### config.mk
export PLATFORM = sky130hd
export DESIGN_NAME = div_arbiter
export DESIGN_NICKNAME = d
export VERILOG_FILES = /design/src/rtl/div_arb_pkg.sv /design/src/rtl/div_arb_rr_pick.sv /design/src/rtl/div_arbiter.sv
export SDC_FILE = /design/constraint.sdc
export NUM_CORES = 1
export LEC_CHECK = 0
export BUFFER_PORTS_ARGS = -buffer_cell sky130_fd_sc_hd__buf_2
export CAP_MARGIN = 20
export CORE_AREA = 2 2 181 183
export DETAILED_ROUTE_END_ITERATION = 10
export DIE_AREA = 0 0 183 185
export HOLD_SLACK_MARGIN = 0.03
export PLACE_DENSITY_LB_ADDON = 0.2
export REMOVE_ABC_BUFFERS = 1
export SLEW_MARGIN = 20
export SYNTH_ARGS = -nofsm -noshare
export SYNTH_HDL_FRONTEND = slang
export SYNTH_SLANG_ARGS = --single-unit
export TNS_END_PERCENT = 5
### constraint.sdc
create_clock -name clock -period 3.7 [get_ports clock]
set_input_delay 0.555 -clock clock [delete_from_list [all_inputs] [get_ports clock]]
set_output_delay 0.555 -clock clock [all_outputs]
set_load 0.005 [all_outputs]
### src/rtl/div_arb_pkg.sv
// Shared types and constants for the divider arbiter.
// Optional feature macro used by div_arbiter: DIV_ARB_PERF_EN.
package div_arb_pkg;

   // Arbiter sequencing states
   typedef enum logic [1:0] {
      IDLE  = 2'd0,
      ISSUE = 2'd1,
      WAIT  = 2'd2,
      RESP  = 2'd3
   } arb_state_t;

   // Width of each per-requester grant counter
   localparam int PERF_CNT_W = 16;

endpackage

### src/rtl/div_arb_rr_pick.sv
// Combinational round-robin picker: finds the first set request bit
// searching upward from ptr+1 with wrap-around.
module div_arb_rr_pick
   import div_arb_pkg::*;
#(
   parameter int NUM_REQ = 4,
   parameter int ID_W    = 2
) (
   input  logic [NUM_REQ-1:0] req,
   input  logic [ID_W-1:0]    ptr,
   output logic [NUM_REQ-1:0] grant,
   output logic [ID_W-1:0]    grant_idx,
   output logic               any_valid
);

   logic [ID_W-1:0] cand;
   logic            found;

   // Walk the requesters in priority order starting just after ptr
   always_comb begin
      grant     = '0;
      grant_idx = '0;
      cand      = '0;
      found     = 1'b0;
      any_valid = |req;
      for (int k = 1; k <= NUM_REQ; k++) begin
         cand = ID_W'((int'(ptr) + k) % NUM_REQ);
         if (!found && req[cand]) begin
            found       = 1'b1;
            grant_idx   = cand;
            grant[cand] = 1'b1;
         end
      end
   end

endmodule

### src/rtl/div_arbiter.sv
// Round-robin arbiter sharing one iterative signed divider among NUM_REQ
// requesters. One request is in flight at a time; the response carries the
// index of the requester that owns it.
// Optional feature macro: DIV_ARB_PERF_EN (grant and busy counters).
module div_arbiter
   import div_arb_pkg::*;
#(
   parameter  int NUM_REQ        = 4,
   parameter  int DIVIDEND_WIDTH = 32,
   parameter  int DIVISOR_WIDTH  = 32,
   localparam int ID_W           = $clog2(NUM_REQ)
) (
   input  logic                              clock,
   input  logic                              reset,
   input  logic [NUM_REQ-1:0]                req_valid,
   output logic [NUM_REQ-1:0]                req_ready,
   input  logic [NUM_REQ*DIVIDEND_WIDTH-1:0] req_numerator,
   input  logic [NUM_REQ*DIVISOR_WIDTH-1:0]  req_denominator,
   output logic                              div_start,
   output logic [DIVIDEND_WIDTH-1:0]         div_numerator,
   output logic [DIVISOR_WIDTH-1:0]          div_denominator,
   input  logic [DIVIDEND_WIDTH-1:0]         div_quotient,
   input  logic [DIVISOR_WIDTH-1:0]          div_remainder,
   input  logic                              div_error,
   input  logic                              div_done,
   output logic                              rsp_valid,
   input  logic                              rsp_ready,
   output logic [ID_W-1:0]                   rsp_id,
   output logic [DIVIDEND_WIDTH-1:0]         rsp_quotient,
   output logic [DIVISOR_WIDTH-1:0]          rsp_remainder,
   output logic                              rsp_error
`ifdef DIV_ARB_PERF_EN
   ,
   output logic [NUM_REQ*PERF_CNT_W-1:0]     perf_grant_cnt,
   output logic [31:0]                       perf_busy_cnt
`endif
);

   arb_state_t state_reg, state_next;

   logic [NUM_REQ-1:0]        grant;
   logic [ID_W-1:0]           grant_idx;
   logic [ID_W-1:0]           ptr_reg;   // last granted index, doubles as owner id
   logic                      any_valid;
   logic                      accept;

   logic [DIVIDEND_WIDTH-1:0] num_arr [NUM_REQ];
   logic [DIVISOR_WIDTH-1:0]  den_arr [NUM_REQ];

   // Unpack the per-requester operand slices
   for (genvar gi = 0; gi < NUM_REQ; gi++) begin : g_unpack
      assign num_arr[gi] = req_numerator[gi*DIVIDEND_WIDTH +: DIVIDEND_WIDTH];
      assign den_arr[gi] = req_denominator[gi*DIVISOR_WIDTH +: DIVISOR_WIDTH];
   end

   div_arb_rr_pick #(
      .NUM_REQ (NUM_REQ),
      .ID_W    (ID_W)
   ) u_pick (
      .req       (req_valid),
      .ptr       (ptr_reg),
      .grant     (grant),
      .grant_idx (grant_idx),
      .any_valid (any_valid)
   );

   // Grants are offered only in IDLE, and never while reset is asserted
   assign accept    = reset && (state_reg == IDLE) && any_valid;
   assign req_ready = accept ? grant : '0;
   assign div_start = (state_reg == ISSUE);

   // State register
   always_ff @(posedge clock or negedge reset) begin
      if (!reset) begin
         state_reg <= IDLE;
      end else begin
         state_reg <= state_next;
      end
   end

   // Next-state logic
   always_comb begin
      state_next = state_reg;
      case (state_reg)
         IDLE:    if (accept)    state_next = ISSUE;
         ISSUE:                  state_next = WAIT;
         WAIT:    if (div_done)  state_next = RESP;
         RESP:    if (rsp_ready) state_next = IDLE;
         default:                state_next = IDLE;
      endcase
   end

   // Latch operands and owner index on accept; held until the next accept
   // so the divider can re-read them during its sign fix-up
   always_ff @(posedge clock or negedge reset) begin
      if (!reset) begin
         div_numerator   <= '0;
         div_denominator <= '0;
         ptr_reg         <= ID_W'(NUM_REQ - 1);
      end else if (accept) begin
         div_numerator   <= num_arr[grant_idx];
         div_denominator <= den_arr[grant_idx];
         ptr_reg         <= grant_idx;
      end
   end

   // Capture the divider result and run the response handshake
   always_ff @(posedge clock or negedge reset) begin
      if (!reset) begin
         rsp_valid     <= 1'b0;
         rsp_id        <= '0;
         rsp_quotient  <= '0;
         rsp_remainder <= '0;
         rsp_error     <= 1'b0;
      end else if (state_reg == WAIT && div_done) begin
         rsp_valid     <= 1'b1;
         rsp_id        <= ptr_reg;
         rsp_quotient  <= div_quotient;
         rsp_remainder <= div_remainder;
         rsp_error     <= div_error;
      end else if (state_reg == RESP && rsp_ready) begin
         rsp_valid     <= 1'b0;
      end
   end

`ifdef DIV_ARB_PERF_EN
   // Per-requester saturating accept counters
   for (genvar gi = 0; gi < NUM_REQ; gi++) begin : g_perf_grant
      logic [PERF_CNT_W-1:0] cnt_reg;
      always_ff @(posedge clock or negedge reset) begin
         if (!reset) begin
            cnt_reg <= '0;
         end else if (accept && grant[gi] && (cnt_reg != {PERF_CNT_W{1'b1}})) begin
            cnt_reg <= cnt_reg + 1'b1;
         end
      end
      assign perf_grant_cnt[gi*PERF_CNT_W +: PERF_CNT_W] = cnt_reg;
   end

   // Wrapping count of cycles spent driving the divider
   always_ff @(posedge clock or negedge reset) begin
      if (!reset) begin
         perf_busy_cnt <= '0;
      end else if (state_reg == ISSUE || state_reg == WAIT) begin
         perf_busy_cnt <= perf_busy_cnt + 32'd1;
      end
   end
`else
   // Performance counters not built
`endif

endmodule

==> out/metrics.csv <==
stage;metric;value;unit
min_path;worst_hold_path_type;in2reg;
sta;timing.final.max_slew_violations;0;
global_routing;via_count_of_the_first_global_routing_pass;6713;
sta;timing.clock.skew;13.4;ps
cells_and_area;most_common_library_cell_in_the_layout_ignoring_fill_and_taps;buf_2;
clock_network;number_of_sinks_driven_by_the_clock_tree;136;
sta;setup_viol;0;
placement;hpwl_detailed;19400;um
global_routing;antenna_violations_before_repair;2;
die;fp.dieArea;33900;um^2
critical_path;worstPathRequired;3140;ps
die;die_h;185;um
critical_path;critical_path.reg2reg.startpoint;ptr_reg[1];
sta;grt_setup_unrepaired;false;
detailed_routing;first_iteration_detailed_routing_drc_count;224;
logic_synthesis;syn_area_per_cell;12.5;um^2
sta;final-hold-violation-count;0;
detailed_routing;drtAntennaViolNets;0;
clock_network;bufs_on_longest_clock_path;2;
pwr;ratio_of_total_power_to_cell_area;837;nW/um^2
sta;maxSlewHeadroom;38.3;%
cells_and_area;final_cell_mix;buf_2, dfrtp_1, mux2i_1;
status;outcome;complete, no violations;
sta;worst-slew-pin-transition;925;ps
logic_synthesis;yosys_warnings;0;
die;rows;66;
global_routing;grt_pass1_wl;37500;um
critical_path;timing.setup.critical_path_class;reg2out;
clock_network;cts_setup_buffers;0;
cells_and_area;finish.instance_area;10900;um^2
logic_synthesis;number_of_synthesized_flops_with_an_enable_pin;0;
logic_synthesis;yosys_most_used_dff;dfrtp_1;
detailed_routing;avgRoutedWirePerCell;17.1;um
detailed_routing;routed-via-count;6590;
die;die_x_extent;183;um
clock_network;clkSlewWorstSetupHoldPaths;60;ps
critical_path;timing.critical_path.arrival;2860;ps
clock_network;cts-buffers-inserted;17;
cells_and_area;final_net_count;1395;
logic_synthesis;number_of_instances_in_the_synthesized_netlist;599;
logic_synthesis;synthArstFlopShare;100;%
run;cap_violations;0;
cells_and_area;num_antenna_cells;0;
detailed_routing;drc_violations_left;0;
critical_path;startpoint_type;register;
clock_network;cts_max_level;4;
logic_synthesis;postSynthRegisterBits;136;
cells_and_area;syn_to_final_growth;45.2;%
sta;max_freq;293;MHz
die;floorplan.initialDensity;23.4;%
global_routing;pin_count_of_the_biggest_net_entering_global_routing;71;
detailed_routing;routed_wl;25200;um
placement;portBuffers;465;
logic_synthesis;yosys.cell_types.count;39;
cells_and_area;layout-drive-gt1-share;60.4;%
pwr;leakagePower;5.58;nW
sta;layout_worst_path_cycle_share;92.3;%
critical_path;worstSetupEndpoint;req_ready[3];
clock_network;tritoncts_clock_tree;built;
detailed_routing;via_to_cell_ratio;4.47;
die;ioPinCount;466;
sta;finalWorstPathRequiredPeriod;3410;ps
critical_path;r2r_setup_slack;410;ps
placement;detailed_place.area;10300;um^2
global_routing;leftover_overflow_at_the_end_of_global_routing;0;
critical_path;number_of_cells_traversed_by_the_worst_register_to_register_path;10;
sta;timing.hold.ws;346;ps
placement;gpl.final_weighted_congestion;0.722;
critical_path;r2r_end;div_denominator[9];
detailed_routing;drt_pass1_iterations;4;
critical_path;startpoint;ptr_reg[1];
clock_network;clockRootBuffer;clkbuf_16;
logic_synthesis;yosysSeqAreaShare;45.4;%
pwr;irDropWorstVdd;0.399;mV
logic_synthesis;netlist_area;7500;um^2
global_routing;gr-usage-all-layers;14.5;%
clock_network;clk_latency;440;ps
die;floorplan.core_area;32000;um^2
critical_path;end_kind;output pin;
critical_path;largest_fanout_on_the_critical_path;7;
## layer usage
layer / up-vias / GRT usage, % / share of wire, %
li1: 3152 / - / -
met2: 301 / 25.6 / 51
met5: - / 0 / 0.11
met3: 21 / 5.72 / 9.2
met4: 4 / 3.81 / 1.1
met1: 3112 / 16.2 / 39
## cell usage after synthesis, types with 2 or more instances
library cell  count  share of area (%)
nand2b_1          3               0.25
clkbuf_1         20                1.0
dfstp_2           2               0.70
buf_1             6               0.30
mux4_2            3               0.90
ha_1             13                2.2
o221ai_1         15                1.8
nand2_1          77                3.9
dfrtp_1         134                 45
buf_2            12               0.80
a21oi_1           3               0.20
o21ai_0           6               0.40
o221ai_2         49                9.8
mux2i_1         132                 18
inv_1             5               0.25
buf_6             9                1.4
a22oi_1           4               0.40
mux2_2           67                 10
nor2_1           15               0.75
a221oi_1          4               0.47
buf_4             2               0.20
## area by class of cell
type,count,area (um^2)
Fill cell,3306,21100
Multi-Input combinational cell,408,3840
Sequential cell,136,3410
Timing Repair Buffer,484,2530
Tap cell,408,510
Clock buffer,19,443
Clock inverter,13,143
Inverter,6,22.5
## logic make-up (layout without fill, tap and decap cells)
group	count (synthesis)	count (layout)	share of synthesized area (%)
compound gates	90	90	14.0
xor+xnor	1	1	0.117
fa+ha+maj	13	13	2.17
buf+inv	55	522	3.95
flops	136	136	45.4
mux	202	202	28.6
simple gates	102	102	5.79
## worst min-delay path by stage
stage                                  from                 end  depth (start not counted)
final                     div_remainder[15]   rsp_remainder[15]                          2
after CTS                 div_remainder[15]   rsp_remainder[15]                          2
after global placement                reset           rsp_error                          1
after floorplan                       reset  div_denominator[0]                          0
after global routing        div_quotient[7]     rsp_quotient[7]                          2
after detailed placement              reset     rsp_quotient[1]                          1
## critical path, cell delays in order, from the launching register on
cell and delay [ps]:
dfstp_2 530, inv_1 120, ha_1 410, mux4_2 540, nor2b_4 160, a22oi_1 150
nor2_1 60, a221oi_1 220, nor2_1 70, buf_2 160
## power by group
group          internal (mW)  switching, mW  total (mW)  leakage (nW)
sequential              2.24          0.358        2.60          1.65
combinational           2.36           2.43        4.79          3.64
clock                   1.02          0.716        1.73         0.285
total                   5.62           3.50        9.12          5.58
## timing repair
item	4_1_cts	5_1_grt
endpoints found under the hold margin	19	0
hold buffers	1	0
endpoints found under the setup margin	0	0
resized for setup	0	0
## metrics by stage
stage,total power [mW],TNS (ps),instances,util [%],worst slack (ps)
after floorplan,5.62,-181960,550,-,-2940
after global placement,7.47,0,1441,32.2,462
after detailed placement,7.52,0,1441,32.2,412
after CTS,9.30,0,1474,34.0,229
after global routing,9.82,0,1474,34.0,20.3
final,9.12,0,1474,34.0,286
Note: power is estimated with default switching activity, not from simulation.
